==> src/rtl/sub_pkg.sv <==
// Shared definitions for the serial subtractor.
//   state_e : FSM state encoding (IDLE, RUN)
//   sub_ref : arithmetic reference returning {borrow, diff} for an operand
//             width of up to REF_W bits. Bit REF_W holds the borrow, and the
//             low bits hold the difference masked to 'width' bits.
package sub_pkg;

  typedef enum logic {
    IDLE = 1'b0,
    RUN  = 1'b1
  } state_e;

  localparam int REF_W = 64;

  function automatic logic [REF_W:0] sub_ref(input logic [REF_W-1:0] a,
                                             input logic [REF_W-1:0] b,
                                             input logic             b_in,
                                             input int               width);
    logic [REF_W-1:0] mask;
    logic [REF_W:0]   full;
    mask = (width >= REF_W) ? '1 : ((REF_W'(1) << width) - REF_W'(1));
    // One extra bit of headroom: a negative result sets the top bit, which is the borrow.
    full = {1'b0, a & mask} - {1'b0, b & mask} - (REF_W+1)'(b_in);
    sub_ref = {full[REF_W], full[REF_W-1:0] & mask};
  endfunction

endpackage

==> src/rtl/full_subtractor_cell.sv <==
// One-bit full subtractor slice: diff_o = a_i - b_i - bin_i.
//   a_i, b_i : operand bits
//   bin_i    : borrow in
//   diff_o   : difference bit
//   bout_o   : borrow out
module full_subtractor_cell (
  input  logic a_i,
  input  logic b_i,
  input  logic bin_i,
  output logic diff_o,
  output logic bout_o
);

  assign diff_o = a_i ^ b_i ^ bin_i;
  assign bout_o = (~a_i & b_i) | (~(a_i ^ b_i) & bin_i);

endmodule

==> src/rtl/serial_subtractor.sv <==
// Multi-cycle subtractor: diff = a - b - b_in (mod 2^WIDTH), DIGIT bits per
// clock, least significant digit first, borrow rippled between cycles.
//   clk, rst       : clock (rising edge), asynchronous active-high reset
//   start          : request, sampled only while busy is low
//   a, b, b_in     : operands, captured on the accepting edge
//   busy           : operation in progress
//   done           : one-cycle pulse, diff/borrow/overflow valid from here on
//   diff           : result, held until the next operation completes
//   borrow         : final unsigned borrow-out
//   overflow       : two's complement overflow of a - b - b_in
//   state_o        : current FSM state
//
// Handshake: start is a request sampled on a rising clock edge only while
// busy is low; the edge that sees start=1 with busy=0 captures the operands
// and raises busy. Starts seen while busy is high are dropped. Completion is
// signalled by a single-cycle done pulse, and start may be asserted in that
// same cycle to begin the next operation without a gap.
module serial_subtractor
  import sub_pkg::*;
#(
  parameter int WIDTH = 8,
  parameter int DIGIT = 1
) (
  input  logic             clk,
  input  logic             rst,
  input  logic             start,
  input  logic [WIDTH-1:0] a,
  input  logic [WIDTH-1:0] b,
  input  logic             b_in,
  output logic             busy,
  output logic             done,
  output logic [WIDTH-1:0] diff,
  output logic             borrow,
  output logic             overflow,
  output state_e           state_o
);

  localparam int N  = WIDTH / DIGIT;
  localparam int CW = (N > 1) ? $clog2(N) : 1;
  localparam logic [CW-1:0] LAST = CW'(N - 1);

  state_e           state_q, state_d;
  logic [CW-1:0]    cnt_q, cnt_d;
  logic [WIDTH-1:0] a_sh_q, a_sh_d;
  logic [WIDTH-1:0] b_sh_q, b_sh_d;
  logic [WIDTH-1:0] r_sh_q, r_sh_d;
  logic             bor_q, bor_d;
  logic             a_msb_q, a_msb_d;
  logic             b_msb_q, b_msb_d;
  logic [WIDTH-1:0] diff_q, diff_d;
  logic             borrow_q, borrow_d;
  logic             ovf_q, ovf_d;
  logic             done_q, done_d;

  // Ripple chain over the low DIGIT bits of the operand shift registers.
  logic [DIGIT:0]   chain;
  logic [DIGIT-1:0] dig;
  logic [WIDTH-1:0] r_nxt;

  assign chain[0] = bor_q;

  for (genvar i = 0; i < DIGIT; i++) begin : g_cell
    full_subtractor_cell u_cell (
      .a_i    (a_sh_q[i]),
      .b_i    (b_sh_q[i]),
      .bin_i  (chain[i]),
      .diff_o (dig[i]),
      .bout_o (chain[i+1])
    );
  end

  // Result digits enter from the MSB side, so after N steps the first digit
  // computed sits in the least significant position.
  if (N == 1) begin : g_one
    assign r_nxt = dig;
  end else begin : g_many
    assign r_nxt = {dig, r_sh_q[WIDTH-1:DIGIT]};
  end

  always_comb begin
    state_d  = state_q;
    cnt_d    = cnt_q;
    a_sh_d   = a_sh_q;
    b_sh_d   = b_sh_q;
    r_sh_d   = r_sh_q;
    bor_d    = bor_q;
    a_msb_d  = a_msb_q;
    b_msb_d  = b_msb_q;
    diff_d   = diff_q;
    borrow_d = borrow_q;
    ovf_d    = ovf_q;
    done_d   = 1'b0;
    case (state_q)
      IDLE: begin
        if (start) begin
          a_sh_d  = a;
          b_sh_d  = b;
          bor_d   = b_in;
          a_msb_d = a[WIDTH-1];
          b_msb_d = b[WIDTH-1];
          cnt_d   = '0;
          state_d = RUN;
        end
      end
      RUN: begin
        a_sh_d = a_sh_q >> DIGIT;
        b_sh_d = b_sh_q >> DIGIT;
        r_sh_d = r_nxt;
        bor_d  = chain[DIGIT];
        if (cnt_q == LAST) begin
          state_d  = IDLE;
          done_d   = 1'b1;
          diff_d   = r_nxt;
          borrow_d = chain[DIGIT];
          ovf_d    = (a_msb_q != b_msb_q) && (r_nxt[WIDTH-1] != a_msb_q);
        end else begin
          cnt_d = cnt_q + CW'(1);
        end
      end
      default: state_d = IDLE;
    endcase
  end

  always_ff @(posedge clk or posedge rst) begin
    if (rst) begin
      state_q  <= IDLE;
      cnt_q    <= '0;
      a_sh_q   <= '0;
      b_sh_q   <= '0;
      r_sh_q   <= '0;
      bor_q    <= 1'b0;
      a_msb_q  <= 1'b0;
      b_msb_q  <= 1'b0;
      diff_q   <= '0;
      borrow_q <= 1'b0;
      ovf_q    <= 1'b0;
      done_q   <= 1'b0;
    end else begin
      state_q  <= state_d;
      cnt_q    <= cnt_d;
      a_sh_q   <= a_sh_d;
      b_sh_q   <= b_sh_d;
      r_sh_q   <= r_sh_d;
      bor_q    <= bor_d;
      a_msb_q  <= a_msb_d;
      b_msb_q  <= b_msb_d;
      diff_q   <= diff_d;
      borrow_q <= borrow_d;
      ovf_q    <= ovf_d;
      done_q   <= done_d;
    end
  end

  assign busy     = (state_q == RUN);
  assign done     = done_q;
  assign diff     = diff_q;
  assign borrow   = borrow_q;
  assign overflow = ovf_q;
  assign state_o  = state_q;

endmodule

==> config.mk <==
export PLATFORM = sky130hd
export DESIGN_NAME = serial_subtractor
export DESIGN_NICKNAME = d
export VERILOG_FILES = /design/src/rtl/sub_pkg.sv /design/src/rtl/full_subtractor_cell.sv /design/src/rtl/serial_subtractor.sv
export SDC_FILE = /design/constraint.sdc
export NUM_CORES = 1
export LEC_CHECK = 0
export CELL_PAD_IN_SITES_DETAIL_PLACEMENT = 1
export CELL_PAD_IN_SITES_GLOBAL_PLACEMENT = 1
export CORE_MARGIN = 2
export CORE_UTILIZATION = 46
export CTS_BUF_LIST = sky130_fd_sc_hd__clkbuf_8
export DETAILED_ROUTE_END_ITERATION = 10
export GPL_TIMING_DRIVEN = 0
export PLACE_DENSITY = 0.95
export SLEW_MARGIN = 15
export SYNTH_ARGS = -nofsm -noshare
export SYNTH_HDL_FRONTEND = slang
export SYNTH_SLANG_ARGS = --single-unit
==> constraint.sdc <==
create_clock -name clk -period 4.4 [get_ports clk]
set_clock_uncertainty 0.2 [all_clocks]
set_input_delay 1.32 -clock clk [delete_from_list [all_inputs] [get_ports clk]]
set_output_delay 1.32 -clock clk [all_outputs]
set_load 0.005 [all_outputs]
==> run summary, run 1 <==
Run status: finished clean
Critical R2R Capture: overflow
RePlAce Congestion: 0.7321
Post-route clock period utilization: 64.76%
Syn Area/Cell: 13.01 um^2
Most frequent cells in the layout: dfrtp_1 (41), clkdlybuf4s50_1 (32), mux2i_1 (18)
Fin Hold WS: 0.2926 ns
Net count after synthesis: 161
Drt total wl: 4272 um
Cell Count, Final, Fillers Out: 226
Post-synthesis adder-cell area fraction: 2.509%
Clk slew on worst S/H paths: 0.07 ns
Min-delay worst type: register to register
Dpl cells: 219
Core Area: 3716 um^2
Vias in the first global route: 1,438
# clock sinks: 41
Ant. Diodes: 0
Finished Cell Area: 2290 um^2
Initial Util: 48.32%
Post-route minimum period: 2.849 ns
Die span in y: 66.48 um
Gr ovfl total: 0
# resized after CTS: 0
Crit path to: state_o
Largest net degree at the start of global routing: 25
Main combinational cell family by area after synthesis: multiplexers
Drc violations: 0
YS warnings: 0
Setup ws final: 1.551 ns
Via density: 5.314
Clock Tree Buf Depth: 2
Crit. Startpoint: busy
Crit path DAT: 1.33 ns
HPWL Detailed: 3235 um
CP required: 2.88 ns
Worst slew margin: 71.02%
Compound-gate portion of the synthesized area: 6.481%
Final setup vio count: 0
Tot Pwr: 1.588 mW
Final slew viol count: 0
Nets: 201
Max frequency: 350.9 MHz
H-tree Lvls: 2
Die Area: 4419 um^2
Share of cells above drive strength 1: 19.66%
Crit Path Max Fanout: 4
Mapped Cells: 138
Fill count: 370
Top FF cell, synth: dfrtp_1
Worst setup SP type: register
Critical setup path kind: register to primary output
Port Buffers: 32
Num CTS Buffers: 5
Simple-gate area share of the yosys netlist: 5.923%
Synth unique cells: 24
RSZ-0062 raised after global routing: false
Initial DRC count: 67
Post-synthesis xor/xnor area fraction: 0.4878%
Area Growth Syn to Fin: 27.53%
Fin. Hold Viols: 0
Final setup TNS: 0 ns
DR WL/cell: 18.90 um
Setup crit end kind: primary output
Initial antenna violation count: 0
Clock Tree Root: clkbuf_8
Max VDD drop: 0.3037 mV
Worst slack at placement: 1.414 ns
Drt pass-1 iters: 4
Yosys reg bits: 41
Worst-Margin Slew: 0.4347 ns
Worst reg-to-reg path cell count: 3
Syn Std Cell Area: 1795 um^2
Global-route wire length before repair: 7300 um
Chip width: 66.48 um
Max capacitance violation total: 0
Cell Area, Placed: 2203 um^2
Post-CTS setup buffers: 0
DR vias: 1,201
Remaining antenna violation count: 0
TritonCTS clock tree: built
Reg area: 1026 um^2
Num rows: 22
Number of synthesized flops with an enable pin: 0
Multiplexer share of the synthesized area: 23.21%
Clock Latency Late Sink: 0.29 ns
Multi-input gate area: 693.2 um^2
I/O pin count: 33
Gr usage total: 22.96%
R2r setup slk: 2.41 ns
Hold Buf Count CTS: 0
Power Dens Cells: 693.4 nW/um^2
Most common cell after layout, fill and taps aside: dfrtp_1
R2r startpoint: a_sh_q[0]
Register area share after synthesis: 57.14%
Final core utilization: 61.62%
Cell leakage power: 1.045 nW
Ys async rst share: 100.0%
-- worst min-delay path by stage --
stage	startpoint	endpoint	slack [ns]	cells after the start
2_1_floorplan	a_sh_q[1]	a_sh_q[0]	0.25	2
3_3_place_gp	b_sh_q[5]	b_sh_q[4]	0.26	2
3_5_place_dp	a_sh_q[4]	a_sh_q[3]	0.28	2
4_1_cts	a_sh_q[4]	a_sh_q[3]	0.30	2
5_1_grt	a_sh_q[3]	a_sh_q[2]	0.33	2
6_report	a_sh_q[4]	a_sh_q[3]	0.29	2
-- registers in the layout (all words and copies together) (netlist names) --
name and count:
a_msb_q 1, a_sh_q 8, b_msb_q 1, b_sh_q 8, bor_q 1, borrow 1, busy 1, cnt_q 3
diff 8, done 1, overflow 1, r_sh_q 7
-- synth_stat cells (2+ instances only) --
cell type  number  area share [%]
a21oi_1         3            0.84
a22o_1          2            0.98
buf_4           2            0.84
buf_6           3             1.9
clkbuf_1        3            0.63
dfrtp_1        41              57
ha_1            2             1.4
inv_1           3            0.63
mux2_2         13             8.2
mux2_4          6             5.0
mux2i_1        18              10
nand2_1        14             2.9
nor2_1          4            0.84
o21ai_0        14             3.9
-- kinds of logic after synthesis --
group                      count (synthesis)
AOI/OAI and AO/OA                         21
xor gates and xnor gates                   1
adders and majority gates                  3
buffers and inverters                     12
DFF                                       41
muxes                                     37
and+or+nand+nor                           23
-- per-layer routing --
layer  part of all wire (%)  global-route usage [%]
met1                     40                   26.98
met2                     54                   41.38
met3                    3.4                   4.899
met4                    1.8                   7.653
met5                      0                       0
-- where the power goes --
| part | internal [mW] | leakage, nW | switching (mW) |
|---|---|---|---|
| combinational | 0.389 | 0.486 | 0.282 |
| clock | 0.122 | 0.0485 | 0.123 |
| sequential | 0.550 | 0.510 | 0.120 |
| total | 1.06 | 1.04 | 0.526 |
-- final cells by class --
class | instances | share of cell area (%)
buffer | 9 | 2.842
clock buffer | 6 | 3.607
clock inverter | 1 | 0.1639
inverter | 3 | 0.4918
multi-input combinational | 85 | 30.27
sequential | 41 | 44.81
tap | 48 | 2.623
timing repair buffer | 33 | 15.19
-- critical path, stage by stage, from the launching register on --
cell and delay, ns:
dfrtp_1 0.42, buf_4 0.13, clkdlybuf4s50_1 0.48
Power figures use the tool's default switching activity.
==> run 2, diff against run 1 <==
--- a/config.mk
+++ b/config.mk
@@ -8,11 +8,11 @@
 export CELL_PAD_IN_SITES_DETAIL_PLACEMENT = 1
 export CELL_PAD_IN_SITES_GLOBAL_PLACEMENT = 1
 export CORE_MARGIN = 2
-export CORE_UTILIZATION = 46
+export CORE_UTILIZATION = 43
 export CTS_BUF_LIST = sky130_fd_sc_hd__clkbuf_8
 export DETAILED_ROUTE_END_ITERATION = 10
 export GPL_TIMING_DRIVEN = 0
-export PLACE_DENSITY = 0.95
+export PLACE_DENSITY = 0.91
 export SLEW_MARGIN = 15
 export SYNTH_ARGS = -nofsm -noshare
 export SYNTH_HDL_FRONTEND = slang
==> constraint.sdc (replaced) <==
create_clock -name clk -period 2.9 [get_ports clk]
set_clock_uncertainty 0.2 [all_clocks]
set_input_delay 0.87 -clock clk [delete_from_list [all_inputs] [get_ports clk]]
set_output_delay 0.87 -clock clk [all_outputs]
set_load 0.005 [all_outputs]
==> run summary, run 2 (same netlist as run 1, synthesis figures left out) <==
Initial DRC count: 26 (was 67)
Most common cell after layout, fill and taps aside: dfrtp_1 (unchanged)
# clock sinks: 41 (unchanged)
Num CTS Buffers: 5 (unchanged)
Via density: 5.132 (was 5.314)
Drt pass-1 iters: 4 (unchanged)
P_int: 1.603 mW (was 1.062 mW)
Port Buffers: 32 (unchanged)
Final setup TNS: 0 ns (unchanged)
Clock Tree Root: clkbuf_8 (unchanged)
Max frequency: 415.3 MHz
Cell Count, Final, Fillers Out: 228 (was 226)
Tot Pwr: 2.328 mW (was 1.588 mW)
Crit Path Max Fanout: 4 (unchanged)
Clock Latency Late Sink: 0.29 ns (about the same)
Post-route minimum period: 2.408 ns
Clk slew on worst S/H paths: 0.07 ns (about the same)
CP required: 1.83 ns (was 2.88 ns)
Finished Cell Area: 2285 um^2 (was 2290 um^2)
Clk pwr share: 15.7% (was 15.5%)
Min-delay worst type: register to register (unchanged)
Sw Pwr: 0.7250 mW (was 0.5259 mW)
Critical setup path kind: register to primary output (unchanged)
Run status: finished clean (unchanged)
Gr usage total: 17.77% (was 22.96%)
Initial antenna violation count: 0 (unchanged)
Logic gate share of total power: 41.3% (was 42.3%)
Gr ovfl total: 0 (unchanged)
DR WL/cell: 15.81 um (was 18.90 um)
Fin. Hold Viols: 0 (unchanged)
R2r setup slk: 1.00 ns (was 2.41 ns)
HPWL Detailed: 2749 um (was 3235 um)
Worst-Margin Slew: 0.3957 ns (was 0.4347 ns)
Initial Util: 44.89% (was 48.32%)
Die span in y: 68.62 um (was 66.48 um)
RePlAce Congestion: 0.7850 (was 0.7321)
Vias in the first global route: 1,259 (was 1,438)
# resized after CTS: 0 (unchanged)
R2r startpoint: b_sh_q[0] (was a_sh_q[0])
Chip width: 68.62 um (was 66.48 um)
TritonCTS clock tree: built (unchanged)
Worst reg-to-reg path cell count: 4 (was 3)
Post-route clock period utilization: 83.03%
Global-route wire length before repair: 5934 um (was 7300 um)
Num rows: 23 (was 22)
Remaining antenna violation count: 0 (unchanged)
Share of cells above drive strength 1: 19.66% (unchanged)
Dpl cells: 221 (was 219)
Critical R2R Capture: overflow (unchanged)
Power Dens Cells: 1019 nW/um^2 (was 693.4 nW/um^2)
DR vias: 1,170 (was 1,201)
Max capacitance violation total: 0 (unchanged)
Clock Tree Buf Depth: 2 (unchanged)
Post-CTS setup buffers: 0 (unchanged)
Crit path cell chain: buf_4 > clkdlybuf4s50_1 (unchanged)
Final core utilization: 57.12% (was 61.62%)
RSZ-0062 raised after global routing: false (unchanged)
H-tree Lvls: 2 (unchanged)
Worst slew margin: 73.62% (was 71.02%)
Cell leakage power: 1.041 nW (was 1.045 nW)
Final setup vio count: 0 (unchanged)
Worst setup SP type: register (unchanged)
Area Growth Syn to Fin: 27.25% (was 27.53%)
Crit. Startpoint: busy (unchanged)
Max VDD drop: 0.4265 mV (was 0.3037 mV)
Most frequent cells in the layout: dfrtp_1 (41), clkdlybuf4s50_1 (32), mux2i_1 (18) (unchanged)
Switching part of the total: 31.15% (was 33.12%)
Worst path slowest cell: clkdlybuf4s50_1 (unchanged)
Drt total wl: 3604 um (was 4272 um)
Die Area: 4709 um^2 (was 4419 um^2)
I/O pin count: 33 (unchanged)
Cell Area, Placed: 2198 um^2 (was 2203 um^2)
Setup crit end kind: primary output (unchanged)
Core Area: 4000 um^2 (was 3716 um^2)
Ant. Diodes: 0 (unchanged)
Drc violations: 0 (unchanged)
Final slew viol count: 0 (unchanged)
Crit path to: state_o (unchanged)
Seq pwr share: 43.0% (was 42.2%)
Crit path DAT: 1.34 ns (was 1.33 ns)
Largest net degree at the start of global routing: 33 (was 25)
Hold Buf Count CTS: 0 (unchanged)
Worst path max stage delay: 0.48 ns (about the same)
Nets: 201 (unchanged)
==> run 2: through the flow <==
stage	setup slack, ns	hold WS [ns]
2_1_floorplan	0.8840	0.2492
3_3_place_gp	0.1118	0.2644
3_5_place_dp	0.4869	0.2757
4_1_cts	0.4911	0.2931
5_1_grt	0.4555	0.3297
6_report	0.4921	0.2842
==> run 2: worst min-delay path by stage <==
stage                end  depth (start not counted)       from
5_1_grt          diff[5]                          1    diff[5]
3_3_place_gp   b_sh_q[2]                          2  b_sh_q[3]
2_1_floorplan  a_sh_q[0]                          2  a_sh_q[1]
6_report       b_sh_q[3]                          2  b_sh_q[4]
4_1_cts        b_sh_q[3]                          2  b_sh_q[4]
3_5_place_dp   b_sh_q[3]                          2  b_sh_q[4]
==> run 2: cell type report <==
type / count / area, um^2
buffer: 9 / 65.06
clock buffer: 6 / 82.58
clock inverter: 1 / 3.754
fill: 391 / 1715
inverter: 3 / 11.26
multi-input combinational: 85 / 693.2
sequential: 41 / 1026
tap: 50 / 62.56
timing repair buffer: 33 / 340.3
==> run 2: layer usage <==
| metal | wire [um] | track usage (%) | vias up |
|---|---|---|---|
| met5 | 0 | 0 | - |
| met4 | 51 | 5.250 | 0 |
| met3 | 172 | 5.844 | 5 |
| met2 | 1902 | 31.37 | 31 |
| met1 | 1477 | 20.38 | 584 |
| li1 | - | - | 550 |
==> run 2: power groups by stage <==
stage / registers [mW] / logic (mW) / clock network, mW
global placement: 0.987 / 0.919 / 0
detailed placement: 1.02 / 0.978 / 0
CTS: 1.00 / 0.984 / 0.383
finish: 1.00 / 0.961 / 0.365
floorplan: 0.968 / 0.630 / 0
global route: 1.03 / 1.08 / 0.408
==> run 2: worst max-delay path, delay by kind of cell, from the launching register on <==
kind                   cells  cell delay [ns]
buffers and inverters      2             0.61
DFF                        1             0.43
==> run 3, diff against run 2 <==
==> constraint.sdc (replaced) <==
create_clock -name clk -period 2.35 [get_ports clk]
set_clock_uncertainty 0.2 [all_clocks]
set_input_delay 0.705 -clock clk [delete_from_list [all_inputs] [get_ports clk]]
set_output_delay 0.705 -clock clk [all_outputs]
set_load 0.005 [all_outputs]
==> results of run 3 <==
The final DEF is identical to that of run 2. Status: finished clean.
Main changes from that run: setup slack after placement 0.4869 ns -> 0.1019 ns; setup slack after layout 0.4921 ns -> 0.1071 ns; register-to-register setup slack 1.00 ns -> 0.45 ns; total power 2.328 mW -> 2.872 mW; worst IR drop on VDD 0.4265 mV -> 0.5263 mV
